**src/rtl/sccb_arb_pkg.sv**
```systemverilog
// Shared types and widths for the SCCB write arbiter.
package sccb_arb_pkg;

   typedef enum logic [1:0] {
      IDLE  = 2'd0,
      ISSUE = 2'd1,
      WAIT  = 2'd2,
      GAP   = 2'd3
   } state_t;

   localparam int SCCB_WORD_W = 24;
   localparam int SCCB_ADDR_W = 16;
   localparam int SCCB_DATA_W = 8;

   // Builds the {addr, data} word handed to sccb_driver.
   function automatic logic [SCCB_WORD_W-1:0] sccb_word(input logic [SCCB_ADDR_W-1:0] addr,
                                                        input logic [SCCB_DATA_W-1:0] data);
      return {addr, data};
   endfunction

endpackage

```
**src/rtl/sccb_arbiter_if.sv**
```systemverilog
// Requester and sccb_driver side signals of the arbiter, bundled.
// master = the arbiter itself, slave = the requesters plus sccb_driver.
interface sccb_arbiter_if #(
   parameter int N_REQ = 2
);
   import sccb_arb_pkg::*;

   localparam int IW = (N_REQ > 1) ? $clog2(N_REQ) : 1;

   logic [N_REQ-1:0]             req_valid;
   logic [SCCB_WORD_W*N_REQ-1:0] req_data;
   logic [N_REQ-1:0]             req_ready;
   logic [N_REQ-1:0]             req_done;
   logic [N_REQ-1:0]             req_err;
   logic                         prio_lock;
   logic                         sccb_exec;
   logic [SCCB_WORD_W-1:0]       sccb_data;
   logic                         sccb_done;
   logic                         busy;
   logic [IW-1:0]                grant_id;

   modport master (
      input  req_valid, req_data, prio_lock, sccb_done,
      output req_ready, req_done, req_err, sccb_exec, sccb_data, busy, grant_id
   );

   modport slave (
      output req_valid, req_data, prio_lock, sccb_done,
      input  req_ready, req_done, req_err, sccb_exec, sccb_data, busy, grant_id
   );

endinterface

```
**src/rtl/sccb_arbiter_rr_pick.sv**
```systemverilog
// Combinational round-robin picker: first set mask bit above ptr, with wrap.
module rr_pick #(
   parameter int N_REQ = 2,
   parameter int IW    = (N_REQ > 1) ? $clog2(N_REQ) : 1
) (
   input  logic [N_REQ-1:0] mask,
   input  logic [IW-1:0]    ptr,
   output logic [N_REQ-1:0] grant_oh,
   output logic [IW-1:0]    grant_idx,
   output logic             any_valid
);

   int idx;

   // Walk the slots starting just after the last owner and keep the first hit.
   always_comb begin
      grant_oh  = '0;
      grant_idx = '0;
      any_valid = 1'b0;
      idx       = 0;
      for (int k = 1; k <= N_REQ; k++) begin
         idx = (int'(ptr) + k) % N_REQ;
         if (!any_valid && mask[IW'(idx)]) begin
            any_valid            = 1'b1;
            grant_oh[IW'(idx)]   = 1'b1;
            grant_idx            = IW'(idx);
         end
      end
   end

endmodule

```
**src/rtl/sccb_arbiter.sv**
```systemverilog
// Shares one sccb_driver between several register-write requesters.
// Round-robin with an init-priority lock, one write in flight, timeout and post-write gap.
module sccb_arbiter #(
   parameter int N_REQ          = 2,
   parameter int GAP_CYCLES     = 8,
   parameter int TIMEOUT_CYCLES = 4096
) (
   input logic            clk,
   input logic            rst_n,
   sccb_arbiter_if.master bus
);
   import sccb_arb_pkg::*;

   localparam int IW = (N_REQ > 1) ? $clog2(N_REQ) : 1;
   localparam int TW = $clog2(TIMEOUT_CYCLES + 1);
   localparam int GW = (GAP_CYCLES > 0) ? $clog2(GAP_CYCLES + 1) : 1;
   localparam logic [TW-1:0] TO_LAST  = TW'(TIMEOUT_CYCLES - 1);
   localparam logic [GW-1:0] GAP_LAST = GW'((GAP_CYCLES > 0) ? GAP_CYCLES - 1 : 0);

   state_t                 state;
   state_t                 next_state;
   logic [N_REQ-1:0]       eligible;
   logic [N_REQ-1:0]       pick_oh;
   logic [IW-1:0]          pick_idx;
   logic                   pick_any;
   logic [SCCB_WORD_W-1:0] pick_data;
   logic [IW-1:0]          rr_ptr;
   logic [IW-1:0]          grant_q;
   logic [N_REQ-1:0]       owner_oh;
   logic [SCCB_WORD_W-1:0] data_q;
   logic [TW-1:0]          to_cnt;
   logic [GW-1:0]          gap_cnt;
   logic                   exec_q;
   logic [N_REQ-1:0]       ready_q;
   logic [N_REQ-1:0]       done_q;
   logic [N_REQ-1:0]       err_q;
   logic                   busy_q;
   logic                   finish_done;
   logic                   finish_err;

   // While the init sequence holds the lock only slot 0 may compete.
   assign eligible = bus.prio_lock ? (bus.req_valid & N_REQ'(1)) : bus.req_valid;

   rr_pick #(
      .N_REQ (N_REQ),
      .IW    (IW)
   ) u_pick (
      .mask      (eligible),
      .ptr       (rr_ptr),
      .grant_oh  (pick_oh),
      .grant_idx (pick_idx),
      .any_valid (pick_any)
   );

   // Select the winning slot's {addr, data} word for latching.
   always_comb begin
      pick_data = '0;
      for (int i = 0; i < N_REQ; i++) begin
         if (pick_oh[i]) begin
            pick_data = bus.req_data[i*SCCB_WORD_W +: SCCB_WORD_W];
         end
      end
   end

   // Next-state decode; done takes precedence over a timeout in the same cycle.
   always_comb begin
      next_state  = state;
      finish_done = 1'b0;
      finish_err  = 1'b0;
      case (state)
         IDLE: begin
            if (pick_any) begin
               next_state = ISSUE;
            end
         end
         ISSUE: begin
            next_state = WAIT;
         end
         WAIT: begin
            if (bus.sccb_done) begin
               finish_done = 1'b1;
            end else if (to_cnt == TO_LAST) begin
               finish_err = 1'b1;
            end
            if (finish_done || finish_err) begin
               next_state = (GAP_CYCLES == 0) ? IDLE : GAP;
            end
         end
         GAP: begin
            if (gap_cnt == GAP_LAST) begin
               next_state = IDLE;
            end
         end
         default: next_state = IDLE;
      endcase
   end

   // State register.
   always_ff @(posedge clk) begin
      if (!rst_n) begin
         state <= IDLE;
      end else begin
         state <= next_state;
      end
   end

   // Grant bookkeeping, counters and registered output pulses.
   always_ff @(posedge clk) begin
      if (!rst_n) begin
         rr_ptr   <= IW'(N_REQ - 1);
         grant_q  <= '0;
         owner_oh <= '0;
         data_q   <= '0;
         to_cnt   <= '0;
         gap_cnt  <= '0;
         exec_q   <= 1'b0;
         ready_q  <= '0;
         done_q   <= '0;
         err_q    <= '0;
         busy_q   <= 1'b0;
      end else begin
         exec_q  <= 1'b0;
         ready_q <= '0;
         done_q  <= '0;
         err_q   <= '0;
         busy_q  <= (next_state != IDLE);
         case (state)
            IDLE: begin
               if (pick_any) begin
                  grant_q  <= pick_idx;
                  owner_oh <= pick_oh;
                  data_q   <= pick_data;
                  exec_q   <= 1'b1;
                  ready_q  <= pick_oh;
               end
            end
            ISSUE: begin
               rr_ptr <= grant_q;
               to_cnt <= '0;
            end
            WAIT: begin
               if (finish_done) begin
                  done_q <= owner_oh;
               end
               if (finish_err) begin
                  err_q <= owner_oh;
               end
               if (to_cnt != '1) begin
                  to_cnt <= to_cnt + 1'b1;
               end
               gap_cnt <= '0;
            end
            GAP: begin
               gap_cnt <= gap_cnt + 1'b1;
            end
            default: begin
            end
         endcase
      end
   end

   assign bus.sccb_exec = exec_q;
   assign bus.sccb_data = data_q;
   assign bus.req_ready = ready_q;
   assign bus.req_done  = done_q;
   assign bus.req_err   = err_q;
   assign bus.busy      = busy_q;
   assign bus.grant_id  = grant_q;

endmodule
```
**src/flat_wrapper.sv**
```systemverilog
// flat-port wrapper written by rule: the top's interface ports become plain ports
module sccb_arbiter_flat import sccb_arb_pkg::*;
#(
   parameter int N_REQ          = 2,
   parameter int GAP_CYCLES     = 8,
   parameter int TIMEOUT_CYCLES = 4096
)
  (clk, rst_n, bus_req_valid, bus_req_data, bus_prio_lock, bus_sccb_done, bus_req_ready, bus_req_done, bus_req_err, bus_sccb_exec, bus_sccb_data, bus_busy, bus_grant_id);
  sccb_arbiter_if #(.N_REQ(N_REQ)) bus_i ();
  input logic clk;
  input logic rst_n;
  input wire logic [$bits(bus_i.req_valid)-1:0] bus_req_valid;
  input wire logic [$bits(bus_i.req_data)-1:0] bus_req_data;
  input wire logic [$bits(bus_i.prio_lock)-1:0] bus_prio_lock;
  input wire logic [$bits(bus_i.sccb_done)-1:0] bus_sccb_done;
  output wire logic [$bits(bus_i.req_ready)-1:0] bus_req_ready;
  output wire logic [$bits(bus_i.req_done)-1:0] bus_req_done;
  output wire logic [$bits(bus_i.req_err)-1:0] bus_req_err;
  output wire logic [$bits(bus_i.sccb_exec)-1:0] bus_sccb_exec;
  output wire logic [$bits(bus_i.sccb_data)-1:0] bus_sccb_data;
  output wire logic [$bits(bus_i.busy)-1:0] bus_busy;
  output wire logic [$bits(bus_i.grant_id)-1:0] bus_grant_id;
  assign bus_i.req_valid = bus_req_valid;
  assign bus_i.req_data = bus_req_data;
  assign bus_i.prio_lock = bus_prio_lock;
  assign bus_i.sccb_done = bus_sccb_done;
  assign bus_req_ready = bus_i.req_ready;
  assign bus_req_done = bus_i.req_done;
  assign bus_req_err = bus_i.req_err;
  assign bus_sccb_exec = bus_i.sccb_exec;
  assign bus_sccb_data = bus_i.sccb_data;
  assign bus_busy = bus_i.busy;
  assign bus_grant_id = bus_i.grant_id;
  sccb_arbiter #(.N_REQ(N_REQ), .GAP_CYCLES(GAP_CYCLES), .TIMEOUT_CYCLES(TIMEOUT_CYCLES)) u_core (.clk(clk), .rst_n(rst_n), .bus(bus_i));
endmodule
```
**config.mk**
```make
export PLATFORM = sky130hd
export DESIGN_NAME = sccb_arbiter_flat
export DESIGN_NICKNAME = d
export VERILOG_FILES = /design/src/rtl/sccb_arb_pkg.sv /design/src/rtl/sccb_arbiter_if.sv /design/src/rtl/sccb_arbiter_rr_pick.sv /design/src/rtl/sccb_arbiter.sv /design/src/flat_wrapper.sv
export SDC_FILE = /design/constraint.sdc
export NUM_CORES = 1
export LEC_CHECK = 0
export BUFFER_PORTS_ARGS = -buffer_cell sky130_fd_sc_hd__buf_4
export CORE_UTILIZATION = 53
export CTS_BUF_LIST = sky130_fd_sc_hd__clkbuf_8
export DETAILED_ROUTE_END_ITERATION = 8
export HOLD_SLACK_MARGIN = 0.12
export PLACE_DENSITY = 0.95
export SYNTH_ARGS = -nofsm -noshare
export SYNTH_HDL_FRONTEND = slang
export SYNTH_SLANG_ARGS = --single-unit
```
**constraint.sdc**
```tcl
create_clock -name clk -period 4.7 [get_ports clk]
set_input_delay 0.235 -clock clk [delete_from_list [all_inputs] [get_ports clk]]
set_output_delay 0.235 -clock clk [all_outputs]
set_load 0.05 [all_outputs]
```
==> results by group, run 1 <==
Power
  – Max VDD drop: 0.238 mV
  – Total Power: 938 uW
  – Switching portion of total power: 31.5%
  – NetSw: 295 uW
  – Clock power share: 29.2%
  – Pint: 643 uW
  – Leakage: 1.07 nW
  – Gate power share: 19.7%
  – Flop pwr share: 51.1%
  – P per Cell Area: 362 nW/um2

Logic synthesis
  – Seq cells post-synth: 51
  – Yosys Warn Count: 0
  – Prevailing post-synth register cell: dfxtp_1
  – Sequential-to-total area share from yosys stat: 50.2%
  – Post-synthesis cell type count: 45
  – Post-synth EDFFs: 0
  – Synthesized instance count: 208
  – Async SR Flop Fraction: 0%
  – Synthesized area: 2030 um2
  – Post-Syn Area per Cell: 9.78 um2

Timing
  – Worst slew pin tran: 0.880 ns
  – Worst slew margin: 41.3%
  – Setup-failing EPs final: 0
  – Min cycle time layout: 2.27 ns
  – Hold WS: 0.124 ns
  – RSZ-0062 raised after global routing: false
  – Setup_tns: 0 ns
  – Hold Fails Final Rpt: 0
  – FMAX: 0.441 GHz
  – Clk_skew: 0.0116 ns
  – Max-slew violations: 0
  – Final period util: 48.2%

Clock tree
  – Resized cells post-CTS: 0
  – CTS sink cnt: 51
  – Setup Buffers After CTS: 0
  – Clock transition at path regs: 0.10 ns
  – Root Buffer: clkbuf_8
  – Clock Tree Buf Depth: 2
  – CTS tree: built
  – H-tree depth: 2
  – TritonCTS Buffers: 5
  – Clk_lat worst skew: 0.32 ns

Setup path
  – CP cell instances: nor2_1 -> and2_1 -> and3_1 -> a22o_1
  – Startpoint type of the worst setup path: register
  – Crit-path slowest cell: and3_1
  – WP buf/inv: 0
  – Data arrival, critical path: 2.53 ns
  – CP Class: reg2reg
  – Worst setup EP type: register
  – Cell family with most CP delay: simple AND/OR/NAND/NOR gates
  – Crit-path max cell delay: 0.79 ns
  – CP Data Required Time: 4.96 ns
  – Crit Path Max Fanout: 25

Floorplan
  – I/O pins: 87
  – Initial core utilization: 55.5%
  – Die Width: 63.9 um
  – Die area: 4090 um2
  – Die height: 63.9 um
  – FP Rows: 22
  – CORE AREA: 3660 um2

Routing
  – Met3 Wirelength: 200 um
  – Post-route ant nets: 0
  – Highest metal used: met4
  – Drt pass-1 iters: 4
  – Wire per inst: 15.5 um
  – Routed wl met2: 2600 um
  – DRC viols: 0
  – Iter 0 DRT Violations: 120
  – M1 WL: 1940 um
  – Vias: 1,835
  – Via/cell ratio: 5.90
  – Post-Route WL: 4840 um

Global route
  – Remaining global-route overflow: 0
  – First-pass GRT wire length: 7630 um
  – Antenna violations before repair: 0
  – GRT Util Overall: 24.6%
  – Largest net degree at the start of global routing: 26
  – Number of global-route vias before repair: 1,690

Placed design
  – Number of I/O port buffers: 57
  – Post-DP HPWL: 3210 um
  – Placed instance count: 299
  – RD Place Congestion: 0.753

Layout
  – # diodes: 0
  – Ratio of cells with drive above 1 in the final layout: 26.6%
  – Final Non-Filler Cells: 311
  – Area growth from synthesis to layout: 27.5%
  – Nets: 318

Min path
  – Min-delay worst type: in2reg

Job
  – Max-Cap Viols: 0

Status
  – Outcome: finished clean
==> sequential cells by signal (all words and copies together), names as in the netlist <==
register	flops
u_core.bus.sccb_exec	1
u_core.gap_cnt	4
u_core.rr_ptr	1
u_core.to_cnt	13
u_core.state	2
u_core.bus.req_ready	1
u_core.bus.busy	1
u_core.bus.req_err	1
u_core.bus.sccb_data	24
u_core.bus.req_done	1
u_core.bus.grant_id	1
u_core.owner_oh	1
==> metal layers <==
metal  track usage (%)  vias to the layer above
met5                 0                        -
met4              11.6                        0
met3              6.43                       11
met2              44.0                       52
met1              26.8                      897
li1                  -                      875
==> through the flow <==
| step | setup WS, ns | util (%) | cell area (um2) |
|---|---|---|---|
| 6_report | 2.43 | 70.8 | 2590 |
| 5_1_grt | 2.26 | 70.8 | 2590 |
| 4_1_cts | 2.50 | 70.0 | 2560 |
| 3_5_place_dp | 2.52 | 67.0 | 2450 |
| 3_3_place_gp | 2.61 | 67.0 | 2450 |
| 2_1_floorplan | 2.84 | - | 2040 |
==> repair_timing <==
action | 4_1_cts | 5_1_grt
hold endpoints to repair | 1 | 3
endpoints found under the setup margin | 0 | 0
hold buffers | 1 | 3
==> layout make-up <==
cell class | count | area (um2)
Clock buffer | 6 | 82.6
Clock inverter | 2 | 16.3
Fill cell | 273 | 1070
Inverter | 3 | 11.3
Multi-Input combinational cell | 139 | 926
Sequential cell | 51 | 1020
Tap cell | 48 | 60.1
Timing Repair Buffer | 62 | 475
==> worst paths after layout <==
path	from	endpoint	slack [ns]	cells after the start
setup / recovery	u_core.state[0]$_SDFF_PN0_	u_core.bus.sccb_data[13]$_SDFFE_PN0P_	2.43	4
hold / removal	bus_req_data[0]	u_core.bus.sccb_data[0]$_SDFFE_PN0P_	0.12	2
setup reg to reg	u_core.state[0]$_SDFF_PN0_	u_core.bus.sccb_data[13]$_SDFFE_PN0P_	2.43	4
hold reg to reg	u_core.bus.sccb_data[7]$_SDFFE_PN0P_	u_core.bus.sccb_data[7]$_SDFFE_PN0P_	0.48	1
==> cells in the final DEF (no fill, tap or decap), types with 3 or more instances in the layout <==
master / instances
buf_4: 58
dfxtp_1: 51
a22o_1: 24
nand2_1: 17
nor2_1: 15
nand2b_1: 7
nand3_1: 7
a21oi_1: 7
clkbuf_8: 6
and3_1: 5
mux2i_1: 4
o21ai_0: 4
dlygate4sd3_1: 4
and2_1: 3
inv_1: 3
a31oi_1: 3
nand4_1: 3
nor4b_1: 3
conb_1: 3
==> kinds of logic after synthesis <==
kind of cell	count (synthesis)	share of synthesized area, %
compound gates	56	22.2
xor+xnor	1	0.431
fa+ha+maj	2	1.23
buf+inv	20	4.62
flops	51	50.2
mux	5	2.52
other cells	1	0.184
simple gates	72	18.6
==> power groups by stage <==
| stage | logic, mW | clock network [mW] | registers (mW) |
|---|---|---|---|
| 2_1_floorplan | 0.0635 | 0 | 0.547 |
| 3_3_place_gp | 0.177 | 0 | 0.486 |
| 3_5_place_dp | 0.181 | 0 | 0.488 |
| 4_1_cts | 0.182 | 0.271 | 0.479 |
| 5_1_grt | 0.194 | 0.296 | 0.483 |
| 6_report | 0.184 | 0.274 | 0.480 |
==> Yosys cell counts, types with 2 or more instances <==
| cell type | number | area [um2] |
|---|---|---|
| ha_1 | 2 | 25.0 |
| nor4b_1 | 3 | 26.3 |
| mux2i_1 | 4 | 40.0 |
| o21a_1 | 2 | 15.0 |
| a22o_1 | 24 | 210 |
| nor4_1 | 2 | 12.5 |
| o21ai_0 | 4 | 20.0 |
| inv_1 | 3 | 11.3 |
| and2_1 | 3 | 18.8 |
| a32o_1 | 2 | 20.0 |
| o41ai_1 | 2 | 17.5 |
| nand3_1 | 7 | 35.0 |
| o31ai_1 | 2 | 15.0 |
| or4_1 | 2 | 15.0 |
| nor2_1 | 15 | 56.3 |
| nor3_1 | 2 | 10.0 |
| nand4_1 | 3 | 18.8 |
| clkbuf_1 | 10 | 37.5 |
| buf_2 | 3 | 15.0 |
| nand2b_1 | 7 | 43.8 |
| nand2_1 | 17 | 63.8 |
| buf_4 | 4 | 30.0 |
| dfxtp_1 | 51 | 1020 |
| and3_1 | 5 | 31.3 |
| a21oi_1 | 7 | 35.0 |
| a31oi_1 | 3 | 18.8 |
(Power assumes the default switching activity.)
==> inputs of run 2 (changes only) <==
--- a/config.mk
+++ b/config.mk
@@ -6,11 +6,11 @@
 export NUM_CORES = 1
 export LEC_CHECK = 0
 export BUFFER_PORTS_ARGS = -buffer_cell sky130_fd_sc_hd__buf_4
-export CORE_UTILIZATION = 53
+export CORE_UTILIZATION = 49
 export CTS_BUF_LIST = sky130_fd_sc_hd__clkbuf_8
 export DETAILED_ROUTE_END_ITERATION = 8
 export HOLD_SLACK_MARGIN = 0.12
-export PLACE_DENSITY = 0.95
+export PLACE_DENSITY = 0.92
 export SYNTH_ARGS = -nofsm -noshare
 export SYNTH_HDL_FRONTEND = slang
 export SYNTH_SLANG_ARGS = --single-unit
==> constraint.sdc (replaced) <==
create_clock -name clk -period 2.25 [get_ports clk]
set_input_delay 0.1125 -clock clk [delete_from_list [all_inputs] [get_ports clk]]
set_output_delay 0.1125 -clock clk [all_outputs]
set_load 0.05 [all_outputs]
==> results by group, run 2 (synthesis gave the netlist of run 1 again) <==
Global route
  – Antenna violations before repair: 0
  – Largest net degree at the start of global routing: 26
  – Met3 usage: 6.38%
  – First-pass GRT wire length: 9060 um
  – Grt peak-use layer: met2
  – GRT Util Overall: 28.4%
  – Met2 global-route usage: 51.8%
  – Met1 usage: 29.8%
  – Number of global-route vias before repair: 1,900
  – Remaining global-route overflow: 0

Setup path
  – Crit-path slowest cell: or4_1
  – Data arrival, critical path: 2.23 ns
  – Crit-path max cell delay: 0.69 ns
  – CP Class: reg2reg
  – Startpoint type of the worst setup path: register
  – WP buf/inv: 0
  – Worst setup EP type: register
  – Crit Path Max Fanout: 6
  – Cell family with most CP delay: simple AND/OR/NAND/NOR gates
  – Reg-to-reg slack, setup: 0.25 ns
  – CP cell instances: ha_1 -> nand4_1 -> or4_1 -> a311oi_2 -> o2bb2ai_1
  – CP Data Required Time: 2.48 ns

Layout
  – Area growth from synthesis to layout: 40.7%
  – Final Non-Filler Cells: 342
  – Post-layout util: 71.5%
  – Ratio of cells with drive above 1 in the final layout: 26.0%
  – Most frequent cells in the layout: 65 x buf_4, 51 x dfxtp_1, 27 x dlygate4sd3_1
  – Multi-input logic area: 926 um2
  – Fill count: 252
  – Most common cell after layout, fill and taps aside: buf_4
  – Max reg flops: 24
  – # diodes: 0
  – Reg area: 1020 um2
  – Nets: 348

Power
  – Leakage: 1.20 nW
  – Gate power share: 23.1%
  – NetSw: 647 uW
  – Clock power share: 26.8%
  – Pint: 1.34 mW
  – Flop pwr share: 50.1%
  – P per Cell Area: 695 nW/um2
  – Total Power: 1.99 mW
  – Switching portion of total power: 32.5%
  – Max VDD drop: 0.393 mV

Floorplan
  – Initial core utilization: 50.8%
  – Die area: 4410 um2
  – Die Width: 66.4 um
  – CORE AREA: 4000 um2
  – I/O pins: 87
  – Die height: 66.4 um
  – FP Rows: 23

Job
  – Max-Cap Viols: 0

Placed design
  – Number of I/O port buffers: 57
  – RD Place Congestion: 0.766
  – Post-DP HPWL: 3360 um
  – Placed instance count: 308

Routing
  – Iter 0 DRT Violations: 148
  – Vias: 2,001
  – DRC viols: 0
  – Wire per inst: 17.9 um
  – Post-Route WL: 6120 um
  – Via/cell ratio: 5.85
  – Drt pass-1 iters: 5
  – Post-route ant nets: 0

Clock tree
  – CTS tree: built
  – Clock Tree Buf Depth: 2
  – Setup Buffers After CTS: 0
  – Root Buffer: clkbuf_8
  – H-tree depth: 2
  – Clk_lat worst skew: 0.31 ns
  – CTS sink cnt: 51
  – Clock transition at path regs: 0.09 ns
  – TritonCTS Buffers: 5

Timing
  – Hold WS: 0.486 ns
  – RSZ-0062 raised after global routing: false
  – Hold Fails Final Rpt: 0
  – Min cycle time layout: 2.00 ns
  – FMAX: 0.500 GHz
  – Final period util: 88.9%
  – Clk_skew: 0.0105 ns
  – Max-slew violations: 0
  – Setup-failing EPs final: 0
  – Setup_tns: 0 ns

Status
  – Outcome: finished clean

Min path
  – Min-delay worst type: reg2reg
## run 2: cell types whose count changed in the layout (fill, tap and decap cells not counted)
cell	change
dlygate4sd3_1	+23
buf_4	+7
clkbuf_8	-1
clkinv_2	+1
clkinvlp_4	-1
## run 2: worst reg2reg max path, cell delays in order, from the launching register on
cell       delay, ns
dfxtp_1         0.38
ha_1            0.24
nand4_1         0.17
or4_1           0.69
a311oi_2        0.31
o2bb2ai_1       0.14
## run 2: layout make-up
class,instances,area share (%)
clock inverter,2,0.481
tap,50,2.19
clock buffer,5,2.40
inverter,3,0.394
sequential,51,35.7
multi-input combinational,139,32.4
timing repair buffer,92,26.5
## run 2: per-stage QoR
step | cell area, um2 | worst slack (ns)
final | 2860 | 0.250
after global routing | 2860 | 0.113
after CTS | 2860 | 0.272
after detailed placement | 2510 | 0.307
after global placement | 2510 | 0.326
after floorplan | 2040 | 0.389
## run 2: worst paths after layout
path | start | end | cells after the start
max | u_core.to_cnt[1]$_SDFFE_PN0P_ | u_core.to_cnt[5]$_SDFFE_PN0P_ | 5
min | u_core.bus.sccb_data[10]$_SDFFE_PN0P_ | u_core.bus.sccb_data[10]$_SDFFE_PN0P_ | 1
max reg2reg | u_core.to_cnt[1]$_SDFFE_PN0P_ | u_core.to_cnt[5]$_SDFFE_PN0P_ | 5
min reg2reg | u_core.bus.sccb_data[10]$_SDFFE_PN0P_ | u_core.bus.sccb_data[10]$_SDFFE_PN0P_ | 1
## run 2: layer usage
| layer | vias to the layer above | wire (um) |
|---|---|---|
| met5 | - | 0 |
| met3 | 22 | 340 |
| met1 | 963 | 2270 |
| li1 | 928 | - |
| met4 | 0 | 221 |
| met2 | 88 | 3290 |
## run 2: power by group through the flow
stage	clock network, mW	registers (mW)	logic, mW
finish	0.534	0.996	0.459
global route	0.584	1.00	0.477
CTS	0.515	0.988	0.445
detailed placement	0	1.01	0.406
global placement	0	1.00	0.397
floorplan	0	1.14	0.133
## run 2: repair_timing
item                                    4_1_cts  5_1_grt
hold endpoints to repair                     29        0
endpoints found under the setup margin        0        0
hold buffers                                 27        0
gates resized for setup                       0        0
